File: src/rtl/clk_period_meter_pkg.sv
// Purpose: shared types and constants for the clock period meter slice.
// Latency: n/a (declarations only).
// Backpressure: n/a.
// Contents: FSM state encoding, reset values, averaging group size.
package clk_period_meter_pkg;

    typedef enum logic {
        ST_WAIT    = 1'b0,
        ST_MEASURE = 1'b1
    } state_t;

    localparam state_t RST_STATE   = ST_WAIT;
    localparam logic   RST_VALID   = 1'b0;
    localparam logic   RST_TIMEOUT = 1'b0;
    localparam logic   RST_SYNC    = 1'b0;

    // Number of periods folded into one published average.
    localparam int AVG_GROUP = 4;
    localparam int AVG_SHIFT = $clog2(AVG_GROUP);

endpackage

File: src/rtl/clk_period_meter_if.sv
// Purpose: bundle of the measured input and the measurement results.
// Latency: n/a (wires only).
// Backpressure: none; results are strobed and must be taken when valid is high.
// master = meter side (drives results), slave = source/consumer side (drives in).
interface clk_period_meter_if #(
    parameter int n = 16
);
    logic         in;
    logic [n-1:0] period;
    logic [n-1:0] high;
    logic         valid;
    logic         timeout;

    modport master (
        input  in,
        output period,
        output high,
        output valid,
        output timeout
    );

    modport slave (
        output in,
        input  period,
        input  high,
        input  valid,
        input  timeout
    );
endinterface

File: src/rtl/clk_period_meter_sync_edge.sv
// Purpose: multi-stage synchronizer for an async level plus edge register.
// Latency: rise/fall pulse and level appear stages+1 clk edges after din is sampled.
// Backpressure: none.
// Ports: clk, reset (sync, active-high), din (async) -> level, rise, fall (clk domain).
module sync_edge
    import clk_period_meter_pkg::*;
#(
    parameter int stages = 2
) (
    input  logic clk,
    input  logic reset,
    input  logic din,
    output logic level,
    output logic rise,
    output logic fall
);

    logic [stages-1:0] sq;
    logic              lvl_q;
    logic              rise_q;
    logic              fall_q;

    // rise/fall are registered alongside lvl_q so that both edges carry the
    // same delay and the pulse coincides with the first cycle of the new level.
    always_ff @(posedge clk) begin
        if (reset) begin
            sq     <= {stages{RST_SYNC}};
            lvl_q  <= RST_SYNC;
            rise_q <= 1'b0;
            fall_q <= 1'b0;
        end else begin
            sq     <= {sq[stages-2:0], din};
            lvl_q  <= sq[stages-1];
            rise_q <= sq[stages-1] & ~lvl_q;
            fall_q <= ~sq[stages-1] & lvl_q;
        end
    end

    assign level = lvl_q;
    assign rise  = rise_q;
    assign fall  = fall_q;

endmodule

File: src/rtl/clk_period_meter.sv
// Purpose: measures period and high time of a slow async square wave in clk cycles.
// Latency: valid + period/high one cycle after the detected rise (rise is sync+1 edges after in).
// Backpressure: none; one-cycle valid strobe, results held until the next strobe.
// Ports: clk, reset (sync, active-high), bus (master): in -> period, high, valid, timeout.
// Option: define CLK_PERIOD_METER_AVG_EN to publish the average of every 4 periods.
module clk_period_meter
    import clk_period_meter_pkg::*;
#(
    parameter int n    = 16,
    parameter int sync = 2
) (
    input  logic                clk,
    input  logic                reset,
    clk_period_meter_if.master  bus
);

    localparam logic [n-1:0] CNT_MAX = '1;
    localparam logic [n-1:0] CNT_ONE = n'(1);

    logic         level;
    logic         rise;
    logic         fall;

    state_t       state;
    logic [n-1:0] cnt;
    logic [n-1:0] hcnt;
    logic [n-1:0] hshadow;
    logic         fall_seen;

    logic [n-1:0] period_q;
    logic [n-1:0] high_q;
    logic         valid_q;
    logic         timeout_q;

    logic [n-1:0] high_val;
    logic         publish;
    logic [n-1:0] pub_period;
    logic [n-1:0] pub_high;
    logic         saturate;

    sync_edge #(.stages(sync)) u_sync_edge (
        .clk   (clk),
        .reset (reset),
        .din   (bus.in),
        .level (level),
        .rise  (rise),
        .fall  (fall)
    );

    // Without a fall since the last rise the input glitched high for less than
    // the synchronizer could resolve; report the whole period as high time.
    assign high_val = fall_seen ? hshadow : cnt;
    assign saturate = (state == ST_MEASURE) && !rise && (cnt == CNT_MAX);

`ifdef CLK_PERIOD_METER_AVG_EN
    logic [n+AVG_SHIFT-1:0] acc_p;
    logic [n+AVG_SHIFT-1:0] acc_h;
    logic [n+AVG_SHIFT-1:0] sum_p;
    logic [n+AVG_SHIFT-1:0] sum_h;
    logic [AVG_SHIFT-1:0]   grp;

    assign sum_p      = acc_p + {{AVG_SHIFT{1'b0}}, cnt};
    assign sum_h      = acc_h + {{AVG_SHIFT{1'b0}}, high_val};
    assign publish    = (grp == AVG_SHIFT'(AVG_GROUP - 1));
    assign pub_period = sum_p[n+AVG_SHIFT-1:AVG_SHIFT];
    assign pub_high   = sum_h[n+AVG_SHIFT-1:AVG_SHIFT];

    // Group counter wraps naturally at the group size.
    always_ff @(posedge clk) begin
        if (reset || saturate) begin
            acc_p <= '0;
            acc_h <= '0;
            grp   <= '0;
        end else if (state == ST_MEASURE && rise) begin
            grp <= grp + 1'b1;
            if (publish) begin
                acc_p <= '0;
                acc_h <= '0;
            end else begin
                acc_p <= sum_p;
                acc_h <= sum_h;
            end
        end
    end
`else
    assign publish    = 1'b1;
    assign pub_period = cnt;
    assign pub_high   = high_val;
`endif

    always_ff @(posedge clk) begin
        if (reset) begin
            state     <= RST_STATE;
            cnt       <= '0;
            hcnt      <= '0;
            hshadow   <= '0;
            fall_seen <= 1'b0;
            period_q  <= '0;
            high_q    <= '0;
            valid_q   <= RST_VALID;
            timeout_q <= RST_TIMEOUT;
        end else begin
            valid_q <= 1'b0;
            case (state)
                ST_WAIT: begin
                    // First partial period is only used to align; never reported.
                    if (rise) begin
                        cnt       <= CNT_ONE;
                        hcnt      <= CNT_ONE;
                        fall_seen <= 1'b0;
                        timeout_q <= 1'b0;
                        state     <= ST_MEASURE;
                    end
                end
                ST_MEASURE: begin
                    // rise takes priority over saturation in the same cycle.
                    if (rise) begin
                        if (publish) begin
                            period_q <= pub_period;
                            high_q   <= pub_high;
                            valid_q  <= 1'b1;
                        end
                        cnt       <= CNT_ONE;
                        hcnt      <= CNT_ONE;
                        fall_seen <= 1'b0;
                    end else if (saturate) begin
                        timeout_q <= 1'b1;
                        state     <= ST_WAIT;
                    end else begin
                        cnt <= cnt + 1'b1;
                        if (fall) begin
                            hshadow   <= hcnt;
                            fall_seen <= 1'b1;
                        end else if (level && !fall_seen) begin
                            hcnt <= hcnt + 1'b1;
                        end
                    end
                end
                default: state <= ST_WAIT;
            endcase
        end
    end

    assign bus.period  = period_q;
    assign bus.high    = high_q;
    assign bus.valid   = valid_q;
    assign bus.timeout = timeout_q;

endmodule

File: src/flat_wrapper.sv
// flat-port wrapper written by rule: the top's interface ports become plain ports
module clk_period_meter_flat import clk_period_meter_pkg::*;
#(
    parameter int n    = 16,
    parameter int sync = 2
)
  (clk, reset, bus_in, bus_period, bus_high, bus_valid, bus_timeout);
  clk_period_meter_if #(.n(n)) bus_i ();
  input  logic clk;
  input  logic reset;
  input wire logic [$bits(bus_i.in)-1:0] bus_in;
  output wire logic [$bits(bus_i.period)-1:0] bus_period;
  output wire logic [$bits(bus_i.high)-1:0] bus_high;
  output wire logic [$bits(bus_i.valid)-1:0] bus_valid;
  output wire logic [$bits(bus_i.timeout)-1:0] bus_timeout;
  assign bus_i.in = bus_in;
  assign bus_period = bus_i.period;
  assign bus_high = bus_i.high;
  assign bus_valid = bus_i.valid;
  assign bus_timeout = bus_i.timeout;
  clk_period_meter #(.n(n), .sync(sync)) u_core (.clk(clk), .reset(reset), .bus(bus_i));
endmodule
File: config.mk
export PLATFORM = sky130hd
export DESIGN_NAME = clk_period_meter_flat
export DESIGN_NICKNAME = d
export VERILOG_FILES = /design/src/rtl/clk_period_meter_pkg.sv /design/src/rtl/clk_period_meter_if.sv /design/src/rtl/clk_period_meter_sync_edge.sv /design/src/rtl/clk_period_meter.sv /design/src/flat_wrapper.sv
export SDC_FILE = /design/constraint.sdc
export NUM_CORES = 1
export LEC_CHECK = 0
export ABC_AREA = 1
export CELL_PAD_IN_SITES_DETAIL_PLACEMENT = 1
export CELL_PAD_IN_SITES_GLOBAL_PLACEMENT = 2
export CORE_ASPECT_RATIO = 1.1
export CORE_UTILIZATION = 29
export DETAILED_ROUTE_END_ITERATION = 10
export PLACE_DENSITY_LB_ADDON = 0.1
export SYNTH_ARGS = -nofsm -noshare
export SYNTH_HDL_FRONTEND = slang
export SYNTH_SLANG_ARGS = --single-unit
File: constraint.sdc
create_clock -name clk -period 1.6 [get_ports clk]
set_input_delay 0.32 -clock clk [delete_from_list [all_inputs] [get_ports clk]]
set_output_delay 0.32 -clock clk [all_outputs]
set_load 0.005 [all_outputs]
# Word level (Yosys, flattened, before mapping)

Index checks and enable logic that the tools add are counted.
W data, S select, Z words.

Add/sub/neg operators: 2
Eq/ne operators: 8
Mux-type cells: 22
Bitwise gates (word level): 7
Reduce and logical (&&, ||, !) cells: 12

Operator list:

| kind                    | count |
|---|---|
| $mux W16                | 8 |
| $pmux W16 S2            | 2 |
| $add A16 B1 Y16 const B | 2 |
| $eq A16 B16 Y1 const B  | 1 |
| $ne A3 B3 Y1 const B    | 4 |
| $mux W1                 | 9 |
| $reduce_and A4 Y1       | 2 |
| $ne A2 B2 Y1 const B    | 3 |
| $pmux W1 S2             | 3 |
| $reduce_and A3 Y1       | 2 |
| $not A1 Y1              | 5 |
| $reduce_and A2 Y1       | 2 |
| $logic_and A1 B1 Y1     | 3 |
| $and A1 B1 Y1           | 2 |
| $logic_not A1 Y1        | 2 |
| $reduce_or A2 Y1        | 1 |

Bits in registers: 89
Input bits: 3
Output and inout bits: 34
Word-level logic and storage cells: 64

# Logic depth before layout (Yosys ltp)

Gate-level depths: netlist of the first run.

Depth after elaboration: 7
Depth in mapped cells: 11
Gate-level depth less buffers: 10

# Modules after synthesis

From an unflattened synthesis of the first run, not the netlist that was laid out.

Cell total of the unflattened synthesis: 584
Area, all modules: 4,154.0 sq um

By module, submodules not included:

| module           | instances | cells each | area each (sq um) | sequential area each (sq um) |
|---|---|---|---|---|
| clk_period_meter | 1         | 569        | 4,013.8           | 1,681.6 |
| sync_edge        | 1         | 15         | 140.1             | 100.1 |

# Least setup slack after synthesis of the first run

No wires, ideal clock.

Path kind: reg-to-reg
From: reg u_core.cnt[1]
To: reg u_core.cnt[5]
Setup time: 0.113 ns
Arrival: 1.501 ns
Data required time: 1.487 ns
Slack: -0.014 ns
Stages on the path, launching flop included: 12
Buffers on the path: 1
Clock period less this slack: 1.614 ns
Cells stage by stage: dfxtp_1 > ha_1 > nand2_1 > nor2_2 > nand2_2 > o21ai_4 > nand2_4 > buf_6 > nand3_2 > nand2_1 > nand2_1 > nor2_1

Word-level cells in the longest chain between the ends: 4
Elaborated cells between the ends (all ways): 8
Those cells by class: 1 x add/sub; 2 x eq/ne; 3 x mux; 2 x reduce/logical

Ends and longest elaborated chain:

| element                                           | RTL line                                        | RTL |
|---|---|---|
| start, declared                                   | clk_period_meter.sv:25                          | `logic [n-1:0] cnt;` |
| start signal, assigned                            | clk_period_meter.sv:130                         | `cnt <= cnt + 1'b1;` |
| $add A16 B1 Y16 or $eq A16 B16 Y1 (tied branches) | clk_period_meter.sv:130, clk_period_meter.sv:53 |  |
| $mux W16 or $logic_and A1 B1 Y1 (tied branches)   | clk_period_meter.sv:126, clk_period_meter.sv:53 |  |
| $mux W16 or $ne A3 B3 Y1 (tied branches)          | --                                              |  |
| $pmux W16 S2 or $reduce_and A2 Y1 (tied branches) | --                                              |  |

Parallel ways exist; a longest one is shown, timed or not. The select of a mux whose other input is x is not followed.
A chain may end at the register's enable or synchronous reset.

# Final worst setup path of the first run

From: reg u_core.cnt[1]
To: reg u_core.hcnt[8]

Word-level cells in the longest chain between the ends: 4

Ends and longest elaborated chain:

| element                            | RTL line                | RTL |
|---|---|---|
| $eq A16 B16 Y1                     | clk_period_meter.sv:53  | `assign saturate = (state == ST_MEASURE) && !rise && (cnt == CNT_MAX);` |
| $logic_and A1 B1 Y1                | clk_period_meter.sv:53  |  |
| $ne A3 B3 Y1 (no source line)      | --                      |  |
| $reduce_and A4 Y1 (no source line) | --                      |  |
| end signal, assigned               | clk_period_meter.sv:135 | `hcnt <= hcnt + 1'b1;` |
| end, declared                      | clk_period_meter.sv:26  | `logic [n-1:0] hcnt;` |

Every way passes these cells.

==> results.md, run 1 <==
* Status: finished, violations left
* Failing checks: setup timing
* Via Count at 4004
* CP Capture Type: flop
* Largest net degree at the start of global routing at between 40 and 50
* Area delta synth->final at 41.7%
* Die width at around 110 um
* Drt total wl at about 14000 um
* Met2 GRT Util at 0.355
* Worst-Skew Late Latency at between 0.3 and 0.4 ns
* Arr. time, crit path at between 1.5 and 2 ns
* Post-CTS Hold Fix Bufs at 0
* Commonest non-fill, non-tap cell in the layout: nand2_1
* Slew headroom at 0.712
* Top FF cell, synth: dfxtp_1
* Final period utilization at 1.02
* Most frequent cells in the layout: nand2_1 (110), dfxtp_1 (86), inv_1 (65)
* Initial Util at 0.301
* Core area at ~13000 um^2
* Cell area after synthesis at approximately 4000 um^2
* Die area at between 10000 and 15000 um^2
* Clk_skew at between 0.009 and 0.01 ns
* Hold Vio Cnt, Final at 0
* Initial drt markers at 126
* Kind of critical path: reg -> reg
* Post-route DRC at 0
* H-tree depth at 3
* Filler cells at around 1700
* Synth warn at 0
* CTS Buf Count at 9
* Post-synthesis sequential area ratio at 0.444
* CTS tree: yes
* Synth Register Bits at 89
* Placed cell areas at between 4000 and 5000 um^2
* Synth area leader: dfxtp_1
* RSZ-0062 raised after global routing: yes
* Post-route setup slack at -0.0369 ns
* Max clock buf depth at 2
* Post-Syn Instances at between 500 and 600
* Standard-cell rows at between 40 and 50
* Final cell utilization of the core at 0.426
* Min Hold Slack at 0.402 ns
* Fin crit period at roughly 1.6 ns
* GR Overflow Total at 0
* DR WL/cell at 16.6 um
* Ys async rst share at 0
* Crit Path Max Fanout at 5
* Hold Crit Class: reg -> reg
* CP startpoint kind: flop
* Setup-failing EPs final at 15
* Slew @ Worst Pin at around 0.43 ns
* Hpwl dp at 9680 um
* Grt met1 use at 0.262
* Peak VDD IR at ~0.00042 V
* Die Ht at between 100 and 150 um
* CP required at 1.89 ns
* First-pass DRT Iterations at 4
* Clk pin slew, worst setup/hold paths at roughly 0.06 ns
* Initial antenna violation count at 0
* RD Place Congestion at between 0.8 and 0.9
* NumNets Final at 656
* Finished Cell Area at approximately 5700 um^2
* Number of clock sinks at between 80 and 90
* PwrDens at about 850 nW/um^2
* Vias/cell at between 4 and 5
* Met3 Track Usage GR at 0.0310
* Syn Area/Cell at between 7 and 8 um^2
* Root Buffer: clkbuf_16
* IO Port Bufs at 36
* Final-report max-slew violation count at 0
* Max Clock Freq at around 610 MHz
* Vias in the first global route at 4166
* Final ANT Viol Nets at 0
* Sequential cell area at ~1800 um^2
* GRT Overall Usage at 0.206
* Multi-input gate area at approximately 2000 um^2
* Distinct cells, synth at 32
* Max Cap Violations at 0
* Synth top area share at 0.444
* Leak pwr at 2.20 nW
* EDFF count, synth at 0
* Sum Neg Setup Slack at -0.242 ns
* First-pass GRT wire length at approximately 22000 um
* GR peak layer: met2
* Syn nets at about 570
* N_diodes at 0
* Share of layout cells above drive strength 1 at 0.215
* Top Ports at 37
* Synth area leaders: dfxtp_1 (44%), nand2_1 (11%), a21oi_1 (8.1%)
[sequential cells by signal, indices dropped and copies added (netlist names)]
register / cells
u_core.bus.high: 16
u_core.state: 1
u_core.hcnt: 16
u_core.u_sync_edge.sq: 2
u_core.cnt: 16
u_core.u_sync_edge.rise: 1
u_core.hshadow: 16
u_core.bus.period: 16
u_core.u_sync_edge.fall: 1
u_core.fall_seen: 1
u_core.u_sync_edge.level: 1
u_core.bus.valid: 1
u_core.bus.timeout: 1
[cells in the mapped netlist (9+ instances only)]
library cell  number
a21oi_1           65
clkbuf_1          14
dfxtp_1           89
inv_1             65
nand2_1          116
nand3_1           31
nand4_1           12
nor2_1            58
nor3_1             9
o211ai_1          20
o21ai_0           37
[power by group]
group          total (mW)  internal, mW  switching, mW  leakage [nW]
Sequential           2.24          2.23        0.00976         0.719
Combinational       0.276         0.122          0.154          1.32
Clock                2.31          1.37          0.942         0.155
Total                4.82          3.72           1.11          2.20
[cell families (layout without fill, tap and decap cells)]
group	after synthesis	count (layout)	share of synthesized area
AO/OA/AOI/OAI	127	127	0.175
XOR/XNOR	1	1	0.00218
adder cells (fa/ha/maj)	2	2	0.00624
buffers and inverters	99	193	0.104
flip-flops	89	89	0.444
AND/OR/NAND/NOR	243	244	0.268
[final timing paths]
path / endpoint / from / slack [ns] / depth (start not counted)
setup / recovery: u_core.hcnt[8]$_SDFFE_PP0P_ / u_core.cnt[1]$_SDFFE_PP0P_ / -0.04 / 11
hold / removal: u_core.u_sync_edge.sq[1]$_SDFF_PP0_ / u_core.u_sync_edge.sq[0]$_SDFF_PP0_ / 0.40 / 2
setup reg to reg: u_core.hcnt[8]$_SDFFE_PP0P_ / u_core.cnt[1]$_SDFFE_PP0P_ / -0.04 / 11
hold reg to reg: u_core.u_sync_edge.sq[1]$_SDFF_PP0_ / u_core.u_sync_edge.sq[0]$_SDFF_PP0_ / 0.40 / 2
[metal layers]
layer / share of wire / vias to the layer above / routed length, um
li1: - / 2010 / -
met1: 0.46 / 1935 / 6390
met2: 0.51 / 42 / 7050
met3: 0.020 / 17 / 275
met4: 0.014 / 0 / 194
met5: 0 / - / 0
[repair_timing]
action / CTS / global route
setup endpoints to repair: 43 / 49
gates cloned: 4 / 1
pin swaps: 15 / 14
setup buffers: 8 / 4
resized for setup: 31 / 22
[worst max-delay path, stage by stage, from the launching register on]
cell and delay (ns):
dfxtp_2 0.35, ha_4 0.15, nand2_4 0.06, nor2_4 0.09
nand2_2 0.08, o21ai_4 0.16, nand2_4 0.11, buf_12 0.18
buf_8 0.13, nand2_8 0.07, nand2_1 0.07, a21oi_2 0.11
[final cells by class]
cell class / count / share of cell area
multi-input combinational: 374 / 0.352
sequential: 89 / 0.314
timing repair buffer: 106 / 0.189
inverter: 71 / 0.0478
tap: 184 / 0.0405
clock buffer: 9 / 0.0396
clock inverter: 7 / 0.0167
[metrics by stage]
stage	setup slack, ns	power (mW)	cells
final	-0.0369	4.82	840
after CTS	-0.0514	4.89	835
after detailed placement	-0.0851	2.49	807
after global routing	-0.141	5.02	840
after global placement	-0.00199	2.48	807
after floorplan	0.0156	2.39	561
Note: power is estimated with default switching activity, not from simulation.
==> run 2, diff against run 1 <==
Clock period 1.6 ns to 1.5 ns, I/O delays scaled along.
==> results.md, run 2 (synthesis results as in run 1) <==
* Status: finished, violations left
* Failing checks: setup timing
* Drt total wl at roughly 14000 um
* Initial drt markers at roughly 130
* Die width at 114 um
* RSZ-0062 raised after global routing: yes
* Leak pwr at 2.55 nW
* Via Count at roughly 4000
* RD Place Congestion at about 0.79
* Initial Util at 0.301
* Share of layout cells above drive strength 1 at 0.245
* Hold Crit Class: reg -> reg
* Hpwl dp at around 9900 um
* First-pass DRT Iterations at 4
* Final-report max-slew violation count at 0
* Post-route setup slack at -0.109 ns
* Standard-cell rows at 44
* Slew @ Worst Pin at roughly 0.37 ns
* Max clock buf depth at 2
* Die Ht at approximately 130 um
* Peak VDD IR at between 0.0005 and 0.0006 V
* CTS Buf Count at 9
* Post-route DRC at 0
* CP required at 1.79 ns
* Top Ports at 37
* Root Buffer: clkbuf_16
* CP Capture Type: flop
* Vias/cell at about 4.7
* First-pass GRT wire length at 21900 um
* Multi-input gate area at 2000 um^2
* Vias in the first global route at about 4200
* Most frequent cells in the layout: nand2_1 (106), dfxtp_1 (76), inv_1 (64), buf_4 (64)
* Worst-Skew Late Latency at ~0.36 ns
* Post-CTS Hold Fix Bufs at 0
* Largest net degree at the start of global routing at 48
* Final ANT Viol Nets at 0
* Clk pin slew, worst setup/hold paths at about 0.070 ns
* Number of clock sinks at 89
* H-tree depth at 3
* CTS tree: yes
* NumNets Final at 660
* IO Port Bufs at 36
* Finished Cell Area at ~5600 um^2
* Max Cap Violations at 0
* PwrDens at around 910 nW/um^2
* R2r setup slk at -0.11 ns
* GRT Overall Usage at 0.202
* Final Power at between 5 and 6 mW
* Setup-failing EPs final at 46
* CP startpoint kind: flop
* Clk_skew at 0.00866 ns
* Max Clock Freq at between 600 and 700 MHz
* Final period utilization at 1.07
* Die area at roughly 14000 um^2
* Filler cells at between 1500 and 2000
* Hold path cells at 2
* GR Overflow Total at 0
* Area delta synth->final at 40.8%
* Commonest non-fill, non-tap cell in the layout: nand2_1
* Slew headroom at 0.750
* Core area at 13300 um^2
* N_diodes at 0
* R2R depth at 10
* Fin crit period at about 1.6 ns
* Hold Vio Cnt, Final at 0
* Initial antenna violation count at 0
* Placed cell areas at a little over 5000 um^2
* Sequential cell area at approximately 1800 um^2
* Kind of critical path: reg -> reg
* Arr. time, crit path at about 1.9 ns
* DR WL/cell at between 15 and 20 um
* Crit Path Max Fanout at 5
run 2: changes by cell type in the layout (fill, tap and decap cells not counted), moves of 3 or more:
cell             change
clkdlybuf4s50_1     -33
dlygate4sd2_1       +20
dlymetal6s2s_1      +13
buf_4               +10
dfxtp_1             -10
dfxtp_2             +10
a21oi_1              -5
a21oi_2              +5
nand2_1              -4
nand3_1              +3
run 2: metrics by stage:
| step | utilization | hold WS, ns | cells | setup TNS, ns | setup WS, ns |
|---|---|---|---|---|---|
| 3_3_place_gp | 0.378 | 0.395 | 818 | -1.05 | -0.0711 |
| 6_report | 0.424 | 0.410 | 844 | -2.64 | -0.109 |
| 5_1_grt | 0.424 | 0.436 | 844 | -7.68 | -0.199 |
| 4_1_cts | 0.415 | 0.411 | 843 | -3.12 | -0.0988 |
| 2_1_floorplan | - | 0.388 | 561 | 0 | 0.00788 |
| 3_5_place_dp | 0.378 | 0.400 | 818 | -1.73 | -0.0969 |
run 2: power breakdown:
group / switching, mW / total [mW] / internal, mW
logic: 0.160 / 0.262 / 0.102
clock network: 1.02 / 2.48 / 1.46
registers: 0.00980 / 2.39 / 2.38
run 2: worst max-delay path: stages, from the launching register on:
cell and delay (ns):
dfxtp_2 0.35, ha_4 0.15, nand2_4 0.06, nor2_4 0.13, nand2_4 0.08, o21ai_4 0.16
nand2_4 0.15, buf_8 0.19, nand2_8 0.08, nand2_1 0.07, a21oi_2 0.11
run 2: timing repair:
| item | in CTS | in global routing |
|---|---|---|
| endpoints found under the setup margin | 68 | 65 |
| gates resized for setup | 56 | 39 |
| setup buffers | 7 | 1 |
| gates cloned | 2 | 0 |
| pin swaps | 5 | 5 |
run 2: path summary, 6_finish.rpt:
| kind | startpoint | endpoint |
|---|---|---|
| max reg2reg | u_core.cnt[0]$_SDFFE_PP0P_ | u_core.hcnt[2]$_SDFFE_PP0P_ |
| max | u_core.cnt[0]$_SDFFE_PP0P_ | u_core.hcnt[2]$_SDFFE_PP0P_ |
| min | u_core.u_sync_edge.sq[0]$_SDFF_PP0_ | u_core.u_sync_edge.sq[1]$_SDFF_PP0_ |
| min reg2reg | u_core.u_sync_edge.sq[0]$_SDFF_PP0_ | u_core.u_sync_edge.sq[1]$_SDFF_PP0_ |
run 2: area by class of cell:
| type | instances | share of cell area |
|---|---|---|
| timing repair buffer | 110 | 0.181 |
| tap | 184 | 0.0408 |
| clock buffer | 9 | 0.0399 |
| multi-input combinational | 374 | 0.355 |
| clock inverter | 7 | 0.0166 |
| inverter | 71 | 0.0481 |
| sequential | 89 | 0.318 |
run 2: metal layers:
layer,vias to the layer above,global-route usage,wire length [um]
li1,2021,-,-
met1,1935,0.232,6000
met2,34,0.368,7140
met3,13,0.0470,315
met4,0,0.0573,148
met5,-,0,0
